`config.mk`:
```
export PLATFORM = sky130hd
export DESIGN_NAME = pipe_ctrl
export DESIGN_NICKNAME = d
export VERILOG_FILES = /design/src/rtl/pipe_ctrl_pkg.sv /design/src/rtl/pipe_perf_cnt.sv /design/src/rtl/pipe_ctrl.sv
export SDC_FILE = /design/constraint.sdc
export NUM_CORES = 1
export LEC_CHECK = 0
export BUFFER_PORTS_ARGS = -buffer_cell sky130_fd_sc_hd__buf_4
export CAP_MARGIN = 10
export CORE_UTILIZATION = 46
export CTS_CLUSTER_DIAMETER = 40
export CTS_CLUSTER_SIZE = 8
export DETAILED_ROUTE_END_ITERATION = 12
export PLACE_DENSITY = 0.75
export SETUP_SLACK_MARGIN = 0.3
export SLEW_MARGIN = 20
export SYNTH_ARGS = -nofsm -noshare
export SYNTH_HDL_FRONTEND = slang
export SYNTH_SLANG_ARGS = --single-unit
```
`constraint.sdc`:
```
create_clock -name clk -period 1.9 [get_ports clk]
set_input_delay 0 -clock clk [delete_from_list [all_inputs] [get_ports clk]]
set_output_delay 0 -clock clk [all_outputs]
set_load 0.03 [all_outputs]
```
`src/rtl/pipe_ctrl_pkg.sv`:
```
// Shared definitions for the pipeline control unit and its helpers.
package pipe_ctrl_pkg;

  // Control FSM states.
  typedef enum logic [1:0] {
    PipeRun    = 2'd0,
    PipeFlush  = 2'd1,
    PipeRefill = 2'd2
  } pipe_state_e;

  // Legal width range of the per-stage stall bus (one bit per stage).
  localparam int unsigned STALL_BUS_W_MIN = 3;
  localparam int unsigned STALL_BUS_W_MAX = 8;

  // A pipeline register with bubble_o[i] set loads this instruction
  // (addi x0,x0,0) instead of the output of stage i.
  localparam logic [31:0] PIPE_NOP_INSN = 32'h0000_0013;

endpackage

```
`src/rtl/pipe_perf_cnt.sv`:
```
// Cycle, stall and flush performance counters; all wrap on overflow.
module pipe_perf_cnt
  import pipe_ctrl_pkg::*;
#(
  parameter int unsigned CNT_W = 32
) (
  input  logic             clk,
  input  logic             rst_n,
  input  logic             stall_any,
  input  logic             flush_req,
  output logic [CNT_W-1:0] cyc_cnt,
  output logic [CNT_W-1:0] stall_cnt,
  output logic [CNT_W-1:0] flush_cnt
);

  // Free-running cycle count plus event-gated stall and flush counts.
  always_ff @(posedge clk or negedge rst_n) begin
    if (!rst_n) begin
      cyc_cnt   <= '0;
      stall_cnt <= '0;
      flush_cnt <= '0;
    end else begin
      cyc_cnt <= cyc_cnt + 1'b1;
      if (stall_any) stall_cnt <= stall_cnt + 1'b1;
      if (flush_req) flush_cnt <= flush_cnt + 1'b1;
    end
  end

endmodule

```
`src/rtl/pipe_ctrl.sv`:
```
// Pipeline control unit: stall arbitration, branch/flush redirect and
// post-flush refill tracking.
module pipe_ctrl
  import pipe_ctrl_pkg::*;
#(
  parameter int unsigned STAGES       = 5,
  parameter int unsigned ADDR_W       = 32,
  parameter int unsigned FLUSH_CYCLES = 1,
  parameter int unsigned CNT_W        = 32
) (
  input  logic              clk,
  input  logic              rst,
  input  logic [STAGES-1:0] stallreq_i,
  input  logic              branch_req_i,
  input  logic [ADDR_W-1:0] branch_pc_i,
  input  logic              flush_req_i,
  input  logic [ADDR_W-1:0] flush_pc_i,
  output logic [STAGES-1:0] stall_o,
  output logic [STAGES-1:0] bubble_o,
  output logic              flush_o,
  output logic [ADDR_W-1:0] new_pc_o,
  output logic              new_pc_valid_o,
  output logic              refill_o,
  output logic [CNT_W-1:0]  cyc_cnt_o,
  output logic [CNT_W-1:0]  stall_cnt_o,
  output logic [CNT_W-1:0]  flush_cnt_o
);

  pipe_state_e       state;
  logic [2:0]        flush_left;
  logic [3:0]        refill_left;
  logic [ADDR_W-1:0] new_pc_r;
  logic              pc_valid_r;

  logic [STAGES-1:0] stall_raw;
  logic [STAGES-1:0] bubble_raw;
  logic              seen;
  logic              active;
  logic              take_flush;
  logic              take_branch;

  // Priority encoder from the top stage down: every stage at or below the
  // highest requester holds, and the requester itself inserts a bubble
  // unless it is the last stage.
  always_comb begin
    stall_raw  = '0;
    bubble_raw = '0;
    seen       = 1'b0;
    for (int unsigned n = 0; n < STAGES; n++) begin
      if (stallreq_i[STAGES-1-n] && !seen && n != 0)
        bubble_raw[STAGES-1-n] = 1'b1;
      seen = seen | stallreq_i[STAGES-1-n];
      stall_raw[STAGES-1-n] = seen;
    end
  end

  assign active      = (state != PipeFlush);
  assign take_flush  = active & flush_req_i;
  assign take_branch = active & branch_req_i & ~flush_req_i & ~stall_raw[1];

  // Stall/bubble outputs are suppressed during FLUSH and in a cycle where a
  // flush is taken; an accepted branch squashes the IF/ID slot.
  always_comb begin
    stall_o  = '0;
    bubble_o = '0;
    if (active && !flush_req_i) begin
      stall_o  = stall_raw;
      bubble_o = bubble_raw;
      if (take_branch) bubble_o[0] = 1'b1;
    end
  end

  // Branch redirects are combinational; flush redirects come from the
  // register loaded when the flush was taken.
  always_comb begin
    new_pc_o       = take_branch ? branch_pc_i : new_pc_r;
    new_pc_valid_o = take_branch | pc_valid_r;
  end

  // Control FSM with registered flush/refill/redirect outputs.
  always_ff @(posedge clk or negedge rst) begin
    if (!rst) begin
      state       <= PipeRun;
      flush_o     <= 1'b0;
      refill_o    <= 1'b0;
      new_pc_r    <= '0;
      pc_valid_r  <= 1'b0;
      flush_left  <= '0;
      refill_left <= '0;
    end else begin
      pc_valid_r <= 1'b0;
      if (take_flush) begin
        state       <= PipeFlush;
        flush_o     <= 1'b1;
        refill_o    <= 1'b0;
        new_pc_r    <= flush_pc_i;
        pc_valid_r  <= 1'b1;
        flush_left  <= 3'(FLUSH_CYCLES - 1);
        refill_left <= '0;
      end else begin
        case (state)
          PipeRun: ;
          PipeFlush: begin
            if (flush_left == '0) begin
              state       <= PipeRefill;
              flush_o     <= 1'b0;
              refill_o    <= 1'b1;
              refill_left <= 4'(STAGES - 1);
            end else begin
              flush_left <= flush_left - 1'b1;
            end
          end
          PipeRefill: begin
            if (!stall_o[0]) begin
              if (refill_left == 4'd1) begin
                state       <= PipeRun;
                refill_o    <= 1'b0;
                refill_left <= '0;
              end else begin
                refill_left <= refill_left - 1'b1;
              end
            end
          end
          default: begin
            state    <= PipeRun;
            flush_o  <= 1'b0;
            refill_o <= 1'b0;
          end
        endcase
      end
    end
  end

  pipe_perf_cnt #(
    .CNT_W(CNT_W)
  ) u_perf (
    .clk       (clk),
    .rst_n     (rst),
    .stall_any (|stall_o),
    .flush_req (flush_req_i),
    .cyc_cnt   (cyc_cnt_o),
    .stall_cnt (stall_cnt_o),
    .flush_cnt (flush_cnt_o)
  );

endmodule

```
## Yosys cells after proc, flatten, opt, wreduce, memory -nomap -nowiden

Cells that the tools add are included.

| storage, ports and cells | value |
|---|---|
| bits in registers | 140 |
| bits in latches | 0 |
| RAM bits | 0 |
| ROM bits | 0 |
| input bits | 73 |
| logic and storage cells | 86 |
| memories | 0 |

| operators by class | value |
|---|---|
| add/sub/neg operators | 5 |
| multipliers | 0 |
| div/mod/pow operators | 0 |
| magnitude comparators | 0 |
| equality and inequality tests | 10 |
| shift operators | 0 |
| multiplexer cells | 30 |
| bitwise logic cells | 11 |
| reduce and logical (&&, ||, !) cells | 20 |

Operators by type and width:

| operator | number |
|---|---|
| $add 32x1->32 const B | 3 |
| $mux 32 | 1 |
| $mux 4 | 5 |
| $mux 1 | 12 |
| $mux 3 | 3 |
| $ne 3x3->1 const B | 3 |
| $mux 2 | 4 |
| $pmux 4 s2 | 1 |
| $pmux 2 s3 | 1 |
| $logic_and 1x1->1 | 5 |
| $logic_not 1->1 | 5 |
| $mux 5 | 1 |
| $or 1x1->1 | 5 |
| $reduce_or 5->1 | 1 |
| $and 1x1->1 | 4 |
| $eq 4x1->1 const B | 1 |
| $ne 2x1->1 const B | 2 |
| $ne 2x2->1 const B | 2 |
| $reduce_and 2->1 | 2 |
| $reduce_and 4->1 | 1 |
| $sub 4x1->4 const B | 1 |
| $logic_not 3->1 | 1 |
| $pmux 1 s3 | 1 |
| $reduce_and 3->1 | 1 |
| other kinds (9) | 10 |

## Depth between registers and ports, before layout

Gate-level depths: netlist (run 1).

| logic depth | value |
|---|---|
| depth in word-level cells | 8 |
| mapped depth | 6 |

## Modules after synthesis

A second synthesis (run 1) with hierarchy kept.

| second synthesis, totals | value |
|---|---|
| cells, all modules | 625 |
| area total of the unflattened synthesis | 6800.3 um2 |

By module, submodules not included:

| module | instances | cells each | area each (um2) | seq. area each (um2) |
|---|---|---|---|---|
| pipe_perf_cnt | 1 | 377 | 4380.5 | 2402.3 |
| pipe_ctrl | 1 | 248 | 2419.8 | 1076.0 |

## Worst setup path before layout (run 1)

OpenSTA, ideal clock, no wires.

| path | value |
|---|---|
| path kind | flip-flop to flip-flop |
| start | register, netlist name refill_o |
| end | register u_perf.stall_cnt[1] |
| library setup time | 0.125 ns |
| arrival | 2.050 ns |
| required time | 1.775 ns |
| slack | -0.275 ns |
| cell stages (with the launch flop) | 6 |
| path buffers | 1 |
| clock period less this slack | 2.175 ns |
| path through | dfrtp_1 -> nand2b_1 -> clkbuf_1 -> nand2_1 -> nor2_1 -> mux2_2 |

RTL lines:

| what | RTL line | source |
|---|---|---|
| to (signal assigned) | pipe_perf_cnt.sv:24 | `if (stall_any) stall_cnt <= stall_cnt + 1'b1;` |
| to (decl) | pipe_perf_cnt.sv:12 | `output logic [CNT_W-1:0] stall_cnt,` |

## Worst setup path after layout (run 1)

| path | value |
|---|---|
| start | register state[0] |
| end | output new_pc_o[4] |

| between the ends | value |
|---|---|
| word-level cells in the longest chain between the ends | 5 |

RTL lines:

| what | RTL line | source |
|---|---|---|
| from (decl) | pipe_ctrl.sv:29 | `pipe_state_e state;` |
| from (signal assigned) | pipe_ctrl.sv:83 | `state <= PipeRun;` |
| from (signal assigned) | pipe_ctrl.sv:93 | `state <= PipeFlush;` |
| from (signal assigned) | pipe_ctrl.sv:105 | `state <= PipeRefill;` |
| $ne 2x1->1 | pipe_ctrl.sv:57 | `assign active = (state != PipeFlush);` |
| $and 1x1->1 (3 in series) | pipe_ctrl.sv:59 | `assign take_branch = active & branch_req_i & ~flush_req_i & ~stall_raw[1];` |
| $mux 32 | pipe_ctrl.sv:76 | `new_pc_o = take_branch ? branch_pc_i : new_pc_r;` |
| to (decl) | pipe_ctrl.sv:21 | `output logic [ADDR_W-1:0] new_pc_o,` |

Every way passes these cells.

==> flow_metrics.py, run 1 <==
metrics = {
    "run_status": {
        "status": "finished with violations",
        "violations": "setup timing",
    },
    "floorplan": {
        "die_area_sq_um": 15100,
        "die_w_microns": 123,
        "start_util_pct": 47.8,
        "die_h_microns": 123,
        "num_io_pins": 214,
        "placementRows": 43,
        "coreArea_sq_um": 14100,
    },
    "setup_path": {
        "r2r_cells": 6,
        "timing.rr.end": "u_perf.stall_cnt[25]",
        "cp_data_required_time_ns": 1.90,
        "critPathKind": "register to output port",
        "r2r_slack_ns": -0.01,
        "startpoint_type": "register",
        "cp-end-kind": "output port",
        "r2r_start": "u_perf.stall_cnt[9]",
        "path_max_fanout": 6,
        "critPathArrivalTime_ns": 1.98,
        "timing.critical_path.from": "state[0]",
    },
    "sta": {
        "tightest_slew_ns": 0.661,
        "rsz0062_at_grt": "true",
        "finalHoldViolations": 0,
        "setup_slack_ns": -0.0770,
        "tns_ns": -1.47,
        "layout_min_cycle_time_ns": 1.98,
        "relSlewSlack_pct": 55.6,
        "final_max_slew_viol_count": 0,
        "hold_ws_ns": 0.0872,
        "fmax_ghz": 0.506,
        "final-setup-viol-count": 33,
        "min_period_over_period_pct": 104,
        "finalClockSkew_ns": 0.00899,
    },
    "route": {
        "dr.pass1.iters": 4,
        "drc": 0,
        "drt-wirelength-per-cell_microns": 19.4,
        "vias_per_cell": 5.38,
        "antenna_left": 0,
        "drt-initial-drc-count": 263,
        "num_vias": 5968,
        "routed_wl_microns": 21600,
    },
    "layout": {
        "final_cell_mix": "buf_4 (227), dfrtp_1 (78), mux2_2 (65)",
        "antenna_cells": 0,
        "layout-drive-gt1-share_pct": 60.1,
        "final_util_pct": 81.3,
        "nets": 997,
        "syn_to_final_growth_pct": 70.1,
        "final_common_cell": "buf_4",
        "instances_no_fill": 1110,
    },
    "synth": {
        "synth_cell_types": 48,
        "avgSynthCellArea_sq_um": 11.6,
        "netlist_area_sq_um": 6740,
        "synth-seq-area-share_pct": 51.6,
        "synth.net_count": 661,
        "ys_ff_latch": 139,
        "synth_edf_count": 0,
        "yosysWarningCount": 0,
        "synthCells": 581,
        "async_reset_ff_share_pct": 100,
        "yosys_most_used_dff": "dfrtp_1",
    },
    "global_routing": {
        "antenna_found_initial": 0,
        "grt_pass1_wl_microns": 30600,
        "grt_max_degree": 72,
        "grt_pass1_vias": 6020,
        "grt_overflow_total": 0,
        "grt_usage_pct": 26.8,
    },
    "power": {
        "p_per_area_nw_per_um2": 1110,
        "ir_drop_mv": 0.765,
        "p_leak_nw": 5.88,
    },
    "min_path": {
        "whs_path_depth": 4,
        "min_path_type": "primary input to register",
        "min_from": "flush_req_i",
        "holdPathEnd": "refill_o",
    },
    "clock_tree": {
        "clockBufferDepth": 2,
        "cts_tree": "done",
        "clk_latency_ns": 0.43,
        "clkTransAtPathRegs_ns": 0.06,
        "cts_sinks": 139,
        "clock-root-buffer": "clkbuf_16",
        "h-tree-depth": 4,
        "cts_made_buffers": 17,
    },
    "placed_design": {
        "dp_hpwl_microns": 12100,
        "port_buffers": 212,
        "gp_congestion": 0.821,
        "dp_slack_ns": -0.00285,
        "dpl.cell_count": 972,
    },
    "run": {
        "maxCapViolCount": 0,
    },
}
-- worst max path at each step --
| stage | end | slack, ns | cells after the start |
|---|---|---|---|
| final | new_pc_o[4] | -0.08 | 7 |
| after detailed placement | u_perf.stall_cnt[20] | -0.003 | 4 |
| after floorplan | u_perf.cyc_cnt[18] | 0.08 | 6 |
| after CTS | new_pc_o[18] | -0.04 | 6 |
| after global placement | u_perf.stall_cnt[31] | 0.12 | 4 |
| after global routing | new_pc_o[4] | -0.12 | 7 |
-- power breakdown --
part           internal (W)  total (W)  switching (W)
sequential          0.00354    0.00400       0.000459
combinational       0.00222    0.00477        0.00254
clock               0.00260    0.00393        0.00133
total               0.00836     0.0127        0.00433
-- what timing repair did --
| item | CTS | global route |
|---|---|---|
| hold buffers | 37 | 0 |
| resized for setup | 90 | 75 |
| setup buffers | 45 | 18 |
| endpoints found under the hold margin | 175 | 0 |
| setup endpoints to repair | 122 | 144 |
| gates cloned | 3 | 3 |
| pin swaps | 61 | 51 |
-- metrics by stage --
step / total power [W] / cell area, sq um
final: 0.0127 / 11500
after CTS: 0.0124 / 10900
after global routing: 0.0132 / 11500
after detailed placement: 0.00799 / 8980
after floorplan: 0.00652 / 7130
after global placement: 0.00786 / 8980
-- synthesized netlist by cell type (all sizes together), types with 8 or more instances --
master  count  area, sq um
and4        9         78.8
buf        13         96.3
clkbuf      8         30.0
dfrtp     139         3480
inv        28          105
mux2       66          743
nand2      29          109
nand3      33          165
nand4      17          119
nor2       28          105
nor3       34          195
nor4       25          208
xnor2      30          263
xor2       62          543
-- cells by family (layout without fill, tap and decap cells) --
family                     Yosys count  after routing  synth area share, %
xor gates and xnor gates            92             92                 12.0
DFF                                139            139                 51.6
buffers and inverters               49            396                 3.44
muxes                               68             68                 11.3
adders and majority gates            7              7                 1.30
AOI/OAI and AO/OA                   16             16                 2.02
other                                1              1               0.0557
and+or+nand+nor                    209            211                 18.3
-- worst max-delay path: stages, from the launching register on --
cell	delay [ns]
dfrtp_1	0.42
nor2b_4	0.16
nor2_4	0.12
nand3_4	0.10
buf_6	0.17
clkbuf_16	0.16
mux2_2	0.29
buf_6	0.14
-- area by class of cell --
cell class,count,area [sq um]
fill,779,2640
sequential,139,3550
timing repair buffer,336,3030
tap,180,225
clock inverter,15,269
inverter,28,105
clock buffer,17,425
multi-input combinational,395,3850
-- sequential cells by signal, summed over array words and instances (netlist names) --
name              count
flush_left            3
u_perf.flush_cnt     32
state                 1
refill_o              1
pc_valid_r            1
u_perf.cyc_cnt       32
refill_left           4
new_pc_r             32
u_perf.stall_cnt     32
flush_o               1
-- metal layers --
metal  GRT usage [%]  share of wire (%)  vias up
met3            6.96                5.1       61
met1            31.6                 39     3000
met2            45.4                 52      194
met4            13.3                3.6        0
li1                -                  -     2713
met5               0                  0        -
Note: power is estimated with default switching activity, not from simulation.
==> inputs of run 2 (changes only) <==
- RECOVER_POWER: not set -> 100
==> run 2 against run 1 <==
  * The flow still finishes with violations (setup timing)
  * Final area decreased by 0.34%
  * Utilization decreased by 0.28 points
  * Combinational power about the same
  * Routed wire length about the same
  * Hold slack got worse by 0.0040 ns
  * Clock power about the same
  * Flip-flop and latch count unchanged
  * First-iteration DRC count increased by 11%
  * Clock-buffer cell count unchanged
  * Critical path depth unchanged
  * Sequential share of layout area increased by 0.11 points
  * Maximum frequency increased by 0.25%
  * Critical path type unchanged
  * Critical endpoint unchanged
==> flow_metrics.py, run 2 (same netlist as run 1, synthesis figures left out) <==
metrics = {
    "run_status": {
        "status": "finished with violations",
        "violations": "setup timing",
    },
    "layout": {
        "final_cell_mix": "buf_4 (226), dfrtp_1 (78), mux2_2 (65)",
        "multi_input_area_sq_um": 3850,
        "final_common_cell": "buf_4",
        "layout-drive-gt1-share_pct": 59.9,
        "fill_cells": 786,
        "antenna_cells": 0,
        "nets": 997,
        "syn_to_final_growth_pct": 69.5,
        "regArea_sq_um": 3550,
        "design_area_sq_um": 11400,
    },
    "route": {
        "dr.pass1.iters": 4,
        "drc": 0,
        "routed_wl_microns": 21500,
        "drt-initial-drc-count": 293,
        "vias_per_cell": 5.42,
        "num_vias": 6018,
        "drt-wirelength-per-cell_microns": 19.4,
        "antenna_left": 0,
    },
    "sta": {
        "hold_ws_ns": 0.0831,
        "setup_slack_ns": -0.0721,
        "min_period_over_period_pct": 104,
        "finalClockSkew_ns": 0.00918,
        "tightest_slew_ns": 1.35,
        "fmax_ghz": 0.507,
        "final_max_slew_viol_count": 0,
        "rsz0062_at_grt": "true",
        "final-setup-viol-count": 33,
        "finalHoldViolations": 0,
        "layout_min_cycle_time_ns": 1.97,
        "relSlewSlack_pct": 10.1,
    },
    "global_routing": {
        "grt_overflow_total": 0,
        "grt_pass1_vias": 6020,
        "grt-busiest-layer": "met2",
        "grtUsageMet2_pct": 45.4,
        "grt_usage_pct": 26.8,
        "grtUsageMet3_pct": 6.96,
        "antenna_found_initial": 0,
        "grt_max_degree": 72,
        "grtUsageMet1_pct": 31.6,
        "grt_pass1_wl_microns": 30600,
    },
    "setup_path": {
        "timing.rr.end": "u_perf.stall_cnt[25]",
        "cp-end-kind": "output port",
        "critPathArrivalTime_ns": 1.97,
        "critPathKind": "register to output port",
        "path_max_fanout": 6,
        "r2r_slack_ns": -0.02,
        "r2r_start": "u_perf.stall_cnt[9]",
        "r2r_cells": 6,
        "startpoint_type": "register",
        "cp_data_required_time_ns": 1.90,
    },
    "floorplan": {
        "coreArea_sq_um": 14100,
        "die_area_sq_um": 15100,
        "die_h_microns": 123,
        "start_util_pct": 47.8,
        "placementRows": 43,
        "die_w_microns": 123,
        "num_io_pins": 214,
    },
    "clock_tree": {
        "clockBufferDepth": 2,
        "cts_sinks": 139,
        "h-tree-depth": 4,
        "clock-root-buffer": "clkbuf_16",
        "clk_latency_ns": 0.43,
        "clkTransAtPathRegs_ns": 0.06,
        "cts_made_buffers": 17,
        "cts_tree": "done",
    },
    "min_path": {
        "min_path_type": "primary input to register",
        "min_from": "flush_req_i",
        "holdPathEnd": "refill_o",
        "whs_path_depth": 4,
    },
    "run": {
        "maxCapViolCount": 0,
    },
    "power": {
        "swShare_pct": 34.1,
        "seqPwrFrac_pct": 31.5,
        "clkPwrFrac_pct": 31.0,
        "p_per_area_nw_per_um2": 1110,
        "p_leak_nw": 5.87,
        "pwr-share-comb_pct": 37.5,
        "p_switching_w": 0.00432,
        "p_int_w": 0.00835,
        "ir_drop_mv": 0.764,
    },
    "placed_design": {
        "gp_congestion": 0.821,
        "port_buffers": 212,
        "dpl_cell_area_sq_um": 8980,
        "dp_hpwl_microns": 12100,
    },
}
[run 2: changes by cell type in the layout (fill, tap and decap cells not counted)]
cell	change
buf_4	-1
buf_6	-1
clkbuf_4	+1
clkbuf_2	+1
buf_12	-2
clkbuf_1	+2
[run 2: how the worst max path moves through the flow]
| stage | start | endpoint |
|---|---|---|
| after global routing | state[0] | new_pc_o[4] |
| after detailed placement | u_perf.stall_cnt[9] | u_perf.stall_cnt[20] |
| after floorplan | u_perf.cyc_cnt[0] | u_perf.cyc_cnt[18] |
| after global placement | u_perf.stall_cnt[7] | u_perf.stall_cnt[31] |
| after CTS | state[0] | new_pc_o[18] |
| final | state[0] | new_pc_o[4] |
[run 2: stage by stage]
step / setup slack (ns) / total power (W) / TNS [ns] / instances / utilization, %
global placement: 0.122 / 0.00786 / 0 / 972 / 63.7
finish: -0.0721 / 0.0127 / -1.30 / 1110 / 81.0
floorplan: 0.0826 / 0.00652 / 0 / 581 / -
global route: -0.122 / 0.0132 / -3.37 / 1110 / 81.0
detailed placement: -0.00285 / 0.00799 / -0.00285 / 972 / 63.7
CTS: -0.0445 / 0.0124 / -0.927 / 1089 / 77.3
[run 2: timing repair]
action	CTS	global route
setup endpoints to repair	122	144
hold buffers	37	0
resized for setup	90	75
pin swaps	61	51
cloned	3	3
buffers inserted	45	18
hold endpoints to repair	175	0
[run 2: per-layer routing]
layer	wire, microns	share of wire, %	vias to the layer above
met5	0	0	-
met2	11400	53	213
met1	8310	39	3026
met3	1110	5.2	60
met4	759	3.5	0
li1	-	-	2719
[run 2: area by class of cell]
cell class	count	share of cell area, %
Clock buffer	17	3.73
Clock inverter	15	2.36
Inverter	28	0.920
Multi-Input combinational cell	395	33.7
Sequential cell	139	31.1
Tap cell	180	1.97
Timing Repair Buffer	336	26.2
[run 2: worst max-delay path, stage by stage, from the launching register on]
cell	delay, ns
dfrtp_1	0.42
nor2b_4	0.15
nor2_4	0.11
nand3_4	0.10
buf_6	0.17
clkbuf_16	0.16
mux2_2	0.29
buf_6	0.14
[run 2: power by group through the flow]
stage	registers (W)	logic [W]	clock network, W
3_5_place_dp	0.00404	0.00395	0
4_1_cts	0.00396	0.00447	0.00396
5_1_grt	0.00405	0.00503	0.00410
6_report	0.00400	0.00476	0.00392
3_3_place_gp	0.00399	0.00387	0
2_1_floorplan	0.00421	0.00231	0
